### config.mk
export PLATFORM = sky130hd
export DESIGN_NAME = eth_idma_desc_sched
export DESIGN_NICKNAME = d
export VERILOG_FILES = /design/src/rtl/eth_idma_desc_sched.sv
export SDC_FILE = /design/constraint.sdc
export NUM_CORES = 1
export LEC_CHECK = 0
export BUFFER_PORTS_ARGS = -buffer_cell sky130_fd_sc_hd__buf_2
export CAP_MARGIN = 40
export CORE_ASPECT_RATIO = 0.7
export CORE_MARGIN = 2
export CORE_UTILIZATION = 55
export CTS_CLUSTER_SIZE = 20
export DETAILED_ROUTE_END_ITERATION = 10
export MAX_ROUTING_LAYER = met4
export PLACE_DENSITY = 0.76
export SETUP_SLACK_MARGIN = 0.05
export SLEW_MARGIN = 20
export SYNTH_ARGS = -nofsm -noshare
export SYNTH_HDL_FRONTEND = slang
export SYNTH_SLANG_ARGS = --single-unit
### constraint.sdc
create_clock -name clk_i -period 3.1 [get_ports clk_i]
set_input_delay 0.62 -clock clk_i [delete_from_list [all_inputs] [get_ports clk_i]]
set_output_delay 0.62 -clock clk_i [all_outputs]
set_load 0.005 [all_outputs]
### src/rtl/eth_idma_desc_sched.sv
// Multi-channel iDMA descriptor scheduler: per-channel queues, round-robin issue, in-order tag tracking.
// Optional feature macro ETH_IDMA_SCHED_PRIO_EN: channel 0 gets strict priority over the others.
module eth_idma_desc_sched #(
  parameter int unsigned NumChannels    = 2,
  parameter int unsigned QueueDepth     = 4,
  parameter int unsigned MaxOutstanding = 4,
  parameter int unsigned AddrWidth      = 32,
  parameter int unsigned TFLenWidth     = 32,
  localparam int unsigned ChanW = (NumChannels > 1) ? $clog2(NumChannels) : 1,
  localparam int unsigned LvlW  = $clog2(QueueDepth + 1)
) (
  input  logic                        clk_i,
  input  logic                        rst_ni,
  input  logic                        push_valid_i,
  output logic                        push_ready_o,
  input  logic [ChanW-1:0]            push_chan_i,
  input  logic [AddrWidth-1:0]        push_src_addr_i,
  input  logic [AddrWidth-1:0]        push_dst_addr_i,
  input  logic [TFLenWidth-1:0]       push_len_i,
  input  logic [2:0]                  push_src_proto_i,
  input  logic [2:0]                  push_dst_proto_i,
  input  logic [NumChannels-1:0]      chan_en_i,
  input  logic [NumChannels-1:0]      chan_flush_i,
  output logic                        req_valid_o,
  input  logic                        req_ready_i,
  output logic [AddrWidth-1:0]        req_src_addr_o,
  output logic [AddrWidth-1:0]        req_dst_addr_o,
  output logic [TFLenWidth-1:0]       req_len_o,
  output logic [2:0]                  req_src_proto_o,
  output logic [2:0]                  req_dst_proto_o,
  input  logic                        rsp_valid_i,
  output logic                        rsp_ready_o,
  input  logic                        rsp_error_i,
  output logic [NumChannels-1:0]      irq_o,
  output logic [NumChannels-1:0]      err_o,
  input  logic [NumChannels-1:0]      irq_clr_i,
  output logic [NumChannels*LvlW-1:0] chan_level_o,
  output logic                        busy_o
);

  localparam int unsigned QPtrW   = $clog2(QueueDepth);
  localparam int unsigned TagPtrW = (MaxOutstanding > 1) ? $clog2(MaxOutstanding) : 1;
  localparam int unsigned TagCntW = $clog2(MaxOutstanding + 1);
  localparam int unsigned OccW    = TagCntW + 1;

  typedef struct packed {
    logic [AddrWidth-1:0]  srcAddr;
    logic [AddrWidth-1:0]  dstAddr;
    logic [TFLenWidth-1:0] len;
    logic [2:0]            srcProto;
    logic [2:0]            dstProto;
  } desc_t;

  function automatic logic [ChanW-1:0] nextChan(input logic [ChanW-1:0] c);
    return (c == ChanW'(NumChannels - 1)) ? '0 : c + 1'b1;
  endfunction

  function automatic logic [TagPtrW-1:0] nextTag(input logic [TagPtrW-1:0] p);
    return (p == TagPtrW'(MaxOutstanding - 1)) ? '0 : p + 1'b1;
  endfunction

  desc_t            qMem_q [NumChannels][QueueDepth];
  logic [QPtrW-1:0] qWr_q  [NumChannels];
  logic [QPtrW-1:0] qWr_d  [NumChannels];
  logic [QPtrW-1:0] qRd_q  [NumChannels];
  logic [QPtrW-1:0] qRd_d  [NumChannels];
  logic [LvlW-1:0]  qCnt_q [NumChannels];
  logic [LvlW-1:0]  qCnt_d [NumChannels];

  logic [NumChannels-1:0] enq, deq, lenZero, arbReq, rrReq, qFull, qNonEmpty, rspSet;
  desc_t                  pushDesc, headDesc;
  logic                   pushReady, pushHs, anyReq, load, reqHs, rspHs;
  logic [ChanW-1:0]       winner, rrPtr_q, rrPtr_d;
  logic [OccW-1:0]        occ;

  logic                   issValid_q, issValid_d;
  desc_t                  issDesc_q, issDesc_d;
  logic [ChanW-1:0]       issChan_q, issChan_d;

  logic [ChanW-1:0]       tagMem_q [MaxOutstanding];
  logic [TagPtrW-1:0]     tagWr_q, tagWr_d, tagRd_q, tagRd_d;
  logic [TagCntW-1:0]     tagCnt_q, tagCnt_d;
  logic [ChanW-1:0]       tagHead;

  logic [NumChannels-1:0] irq_q, irq_d, err_q, err_d;

  // Out-of-range channels never match, so they see ready=1 and are dropped.
  always_comb begin
    pushDesc = '{srcAddr: push_src_addr_i, dstAddr: push_dst_addr_i, len: push_len_i,
                 srcProto: push_src_proto_i, dstProto: push_dst_proto_i};
    pushReady = 1'b1;
    qFull     = '0;
    qNonEmpty = '0;
    enq       = '0;
    lenZero   = '0;
    for (int c = 0; c < NumChannels; c++) begin
      qFull[c]     = (qCnt_q[c] == LvlW'(QueueDepth));
      qNonEmpty[c] = (qCnt_q[c] != '0);
      if ((push_chan_i == ChanW'(c)) && qFull[c]) pushReady = 1'b0;
    end
    pushHs = push_valid_i && pushReady;
    for (int c = 0; c < NumChannels; c++) begin
      if (pushHs && (push_chan_i == ChanW'(c)) && !chan_flush_i[c]) begin
        enq[c]     = (push_len_i != '0);
        lenZero[c] = (push_len_i == '0);
      end
    end
  end

  // Two-pass round-robin: first from the pointer upwards, then wrap around.
  always_comb begin
    arbReq   = chan_en_i & qNonEmpty & ~chan_flush_i;
    rrReq    = arbReq;
    winner   = '0;
    anyReq   = 1'b0;
    headDesc = '0;
`ifdef ETH_IDMA_SCHED_PRIO_EN
    rrReq[0] = 1'b0;
    if (arbReq[0]) anyReq = 1'b1;
`endif
    for (int c = 0; c < NumChannels; c++) begin
      if (!anyReq && rrReq[c] && (ChanW'(c) >= rrPtr_q)) begin
        winner = ChanW'(c);
        anyReq = 1'b1;
      end
    end
    for (int c = 0; c < NumChannels; c++) begin
      if (!anyReq && rrReq[c]) begin
        winner = ChanW'(c);
        anyReq = 1'b1;
      end
    end
    for (int c = 0; c < NumChannels; c++) begin
      if (winner == ChanW'(c)) headDesc = qMem_q[c][qRd_q[c]];
    end
  end

  // The issue register counts as in flight, so loads stop once MaxOutstanding is reached.
  always_comb begin
    reqHs      = issValid_q && req_ready_i;
    occ        = OccW'(tagCnt_q) + OccW'(issValid_q);
    load       = anyReq && (!issValid_q || req_ready_i) && (occ < OccW'(MaxOutstanding));
    issValid_d = issValid_q;
    issDesc_d  = issDesc_q;
    issChan_d  = issChan_q;
    rrPtr_d    = rrPtr_q;
    deq        = '0;
    if (load) begin
      issValid_d = 1'b1;
      issDesc_d  = headDesc;
      issChan_d  = winner;
      for (int c = 0; c < NumChannels; c++) deq[c] = (winner == ChanW'(c));
`ifdef ETH_IDMA_SCHED_PRIO_EN
      if (winner != '0) rrPtr_d = nextChan(winner);
`else
      rrPtr_d = nextChan(winner);
`endif
    end else if (reqHs) begin
      issValid_d = 1'b0;
    end
  end

  always_comb begin
    for (int c = 0; c < NumChannels; c++) begin
      qWr_d[c]  = qWr_q[c];
      qRd_d[c]  = qRd_q[c];
      qCnt_d[c] = qCnt_q[c];
      if (chan_flush_i[c]) begin
        qWr_d[c]  = '0;
        qRd_d[c]  = '0;
        qCnt_d[c] = '0;
      end else begin
        if (enq[c]) qWr_d[c] = qWr_q[c] + 1'b1;
        if (deq[c]) qRd_d[c] = qRd_q[c] + 1'b1;
        qCnt_d[c] = qCnt_q[c] + LvlW'(enq[c]) - LvlW'(deq[c]);
      end
    end
  end

  // Tags retire in issue order; a response with nothing in flight is ignored.
  always_comb begin
    tagHead  = tagMem_q[tagRd_q];
    rspHs    = rsp_valid_i && (tagCnt_q != '0);
    tagWr_d  = reqHs ? nextTag(tagWr_q) : tagWr_q;
    tagRd_d  = rspHs ? nextTag(tagRd_q) : tagRd_q;
    tagCnt_d = tagCnt_q + TagCntW'(reqHs) - TagCntW'(rspHs);
    rspSet   = '0;
    for (int c = 0; c < NumChannels; c++) rspSet[c] = rspHs && (tagHead == ChanW'(c));
    irq_d = lenZero | rspSet | (irq_q & ~irq_clr_i);
    err_d = lenZero | (rspSet & {NumChannels{rsp_error_i}}) | (err_q & ~irq_clr_i);
  end

  always_ff @(posedge clk_i or negedge rst_ni) begin
    if (!rst_ni) begin
      for (int c = 0; c < NumChannels; c++) begin
        qWr_q[c]  <= '0;
        qRd_q[c]  <= '0;
        qCnt_q[c] <= '0;
        for (int e = 0; e < QueueDepth; e++) qMem_q[c][e] <= '0;
      end
      for (int t = 0; t < MaxOutstanding; t++) tagMem_q[t] <= '0;
      rrPtr_q    <= '0;
      issValid_q <= 1'b0;
      issDesc_q  <= '0;
      issChan_q  <= '0;
      tagWr_q    <= '0;
      tagRd_q    <= '0;
      tagCnt_q   <= '0;
      irq_q      <= '0;
      err_q      <= '0;
    end else begin
      for (int c = 0; c < NumChannels; c++) begin
        if (enq[c]) qMem_q[c][qWr_q[c]] <= pushDesc;
        qWr_q[c]  <= qWr_d[c];
        qRd_q[c]  <= qRd_d[c];
        qCnt_q[c] <= qCnt_d[c];
      end
      if (reqHs) tagMem_q[tagWr_q] <= issChan_q;
      rrPtr_q    <= rrPtr_d;
      issValid_q <= issValid_d;
      issDesc_q  <= issDesc_d;
      issChan_q  <= issChan_d;
      tagWr_q    <= tagWr_d;
      tagRd_q    <= tagRd_d;
      tagCnt_q   <= tagCnt_d;
      irq_q      <= irq_d;
      err_q      <= err_d;
    end
  end

  always_comb begin
    chan_level_o = '0;
    for (int c = 0; c < NumChannels; c++) chan_level_o[c*LvlW +: LvlW] = qCnt_q[c];
  end

  assign push_ready_o    = pushReady;
  assign req_valid_o     = issValid_q;
  assign req_src_addr_o  = issDesc_q.srcAddr;
  assign req_dst_addr_o  = issDesc_q.dstAddr;
  assign req_len_o       = issDesc_q.len;
  assign req_src_proto_o = issDesc_q.srcProto;
  assign req_dst_proto_o = issDesc_q.dstProto;
  assign rsp_ready_o     = (tagCnt_q != '0);
  assign irq_o           = irq_q;
  assign err_o           = err_q;
  assign busy_o          = (|qNonEmpty) || issValid_q || (tagCnt_q != '0);

endmodule

==> results.cfg <==
[drt]
wirelength_um = 109800
via_per_inst = 6.123
vias = 25750
drc = 0
drtAntennaViolNets = 0
drt_iter0_markers = 2046
dr.pass1.iters = 7
wl_per_cell_um = 26.11

[final_layout]
layout-drive-gt1-share_pct = 44.06
syn_to_final_growth_pct = 15.06
finalNetCount = 3201

[global_routing]
grt_pass1_wl_um = 171900
grt_max_degree = 104
overflow = 0
grt_pass1_vias = 28270
grt_antenna_before_repair = 17
grt_use_total_pct = 28.02

[cts]
clkTransAtPathRegs_ns = 0.07
cts-htree-levels = 3
cts.sinks = 950
cts_buffers = 90
clkLatencyLatePin_ns = 0.66
cts_tree = built
clock-root-buffer = clkbuf_16
cts_setup_buffers = 0
clockBufferDepth = 3

[place]
gp_congestion = 0.8264
hpwlAfterDp_um = 70610
pre_cts_ws_ns = -0.09013
port_buffers = 230

[worst_setup_path]
path_cells = or3_1 > a211oi_4 > o21ai_1 > inv_1 > ha_1 > inv_1 > ha_1 > inv_1 > fa_1 > xor2_1 > xnor2_1 > nor2_1
path_max_fanout = 5
critical-path-max-stage-delay_ns = 0.52
crit_path_top_delay_cell = or3_1
arrival_ns = 3.43
r2r_slack_ns = 0.22
crit_type = reg -> reg
cp-start-kind = register
cp-end-kind = register
crit_top_cell = inv_1
cp.required_ns = 3.65

[power_and_ir_drop]
leakage_nw = 24.81
powerDensity_nw_per_um2 = 846.4
irDropWorstVdd_mv = 0.6602

[logic_synthesis]
yosysUniqueCellTypes = 52
synth-compound-area-share_pct = 4.614
synthAdderAreaFrac_pct = 0.7012
synth_ff_type = dfrtp_1
synth_top_cell_by_area = dfrtp_1
synth-xor-area-share_pct = 0.09896
synth-simple-area-share_pct = 0.7492
avgSynthCellArea_um2 = 16.11
ys_top_cells_by_area = dfrtp_1 (54%), mux2_4 (11%), mux4_2 (10%)
synthMuxAreaShare_pct = 34.12
synth_seq_cells = 950
ys_top_cells_by_count = dfrtp_1 (950), mux2_4 (320), mux2_2 (259)
yosys_warnings = 0
synth_top_area_share_pct = 53.72
netlist_instances = 2747
netlist_area_um2 = 44250
syn_nets = 2885
synth_most_common_cell = dfrtp_1
async_flop_share_pct = 100.0
synth_top_family_by_area = multiplexers
ys_seq_area_share_pct = 53.72
synth_edf_count = 0

[sta]
layout_setup_ws_ns = 0.2154
holdWs_ns = 0.2351
clock-skew-final_ns = 0.02440
tightest_slew_ns = 0.8693
fmax_mhz = 346.7
hold_viol_final = 0
setup_violations = 0
slew_headroom_pct = 42.05
grt_setup_unrepaired = false
finalCritPeriodShare_pct = 93.05
slew_viol_final = 0
fin_crit_ns = 2.885

[die]
pin_count = 231
die_area_um2 = 82780
rows = 86
initial_core_util_pct = 55.88
die_y_um = 241.3
core_area_um2 = 79200
die_x_um = 343.0

[flow_run]
maxCapViolCount = 0

[status]
outcome = complete, no violations

[hold_path]
min_path_type = in -> reg
[where the power goes]
group | internal (mW) | switching, mW | leakage [nW]
logic | 7.12 | 5.13 | 11.0
clock network | 6.84 | 4.82 | 1.54
registers | 16.5 | 2.64 | 12.2
total | 30.5 | 12.6 | 24.8
[cell families after synthesis]
family / count (synthesis)
mux: 1030
flops: 950
buf+inv: 433
compound gates: 241
simple gates: 65
fa+ha+maj: 23
xor+xnor: 5
[layout by cell type, fill, tap and decap left out, drive strengths merged, types with 2 or more instances in the layout]
cell	Yosys	routed
or3	2	2
mux2i	6	6
clkinv	0	18
nor3b	2	2
bufinv	0	10
mux4	205	205
nand4	2	2
xnor2	2	2
nor2	16	16
o221ai	102	102
nor2b	3	3
nor3	2	2
ha	20	20
o211ai	111	111
xor2	3	3
clkbuf	69	129
mux2	819	819
nand2b	7	7
diode	0	18
nand2	16	16
o21ai	11	11
and3	3	3
dfrtp	950	950
a211oi	2	2
inv	227	228
buf	137	429
clkinvlp	0	3
nor4	8	8
fa	3	3
a221o	4	4
a21oi	2	2
[flip-flops by register name, indices dropped and copies added, names as in the netlist, 3 cells and up]
register,flops
req_dst_proto_o,3
req_len_o,32
req_src_addr_o,32
req_src_proto_o,3
tagCnt_q,3
qWr_q,4
req_dst_addr_o,32
qRd_q,4
qMem_q,816
tagMem_q,4
chan_level_o,6
[metrics by stage]
| step | cells | power, mW | setup TNS [ns] | utilization, % | area, um2 |
|---|---|---|---|---|---|
| 5_1_grt | 4204 | 45.17 | 0 | 64.29 | 50910 |
| 3_3_place_gp | 4026 | 30.65 | -0.2097 | 60.28 | 47740 |
| 4_1_cts | 4188 | 43.25 | 0 | 64.24 | 50870 |
| 3_5_place_dp | 4026 | 31.52 | -0.1295 | 60.28 | 47740 |
| 6_report | 4206 | 43.10 | 0 | 64.29 | 50920 |
| 2_1_floorplan | 2747 | 27.01 | 0 | - | 44260 |
[cell type report]
type	count	area (um2)
inverter	227	852.1
timing repair buffer	430	3904
clock inverter	32	440.4
sequential	950	23790
clock buffer	129	2681
tap	1056	1321
multi-input combinational	1364	17890
fill	5551	28280
antenna	18	45.04
[critical path: cells and delay by family (launching register included)]
kind	cells	cell delay, ns
AOI/OAI and AO/OA	2	0.46
xor gates and xnor gates	2	0.34
adders and majority gates	3	0.76
buffers and inverters	3	0.21
DFF	1	0.43
and+or+nand+nor	2	0.58
[layer usage]
metal  routed length (um)  GRT usage, %
met1                48160         38.14
met2                52800         43.40
met3                 6107         5.195
met4                 2741         8.456
met5                    0             -
[path summary, 6_finish.rpt]
path                                 start              end  depth (start not counted)
setup / recovery           chan_level_o[2]  chan_level_o[5]                         12
hold / removal                 req_ready_i      req_valid_o                          2
setup reg to reg           chan_level_o[2]  chan_level_o[5]                         12
hold reg to reg                tagMem_q[3]      tagMem_q[3]                          2
max in group asynchronous           rst_ni      qMem_q[598]                          4
min in group asynchronous           rst_ni      qMem_q[690]                          2
[repair_timing]
action                     CTS  global route
setup endpoints to repair    0             1
hold endpoints to repair    24             0
resized for setup            0             1
hold buffers                 1             0
Power figures use the tool's default switching activity.
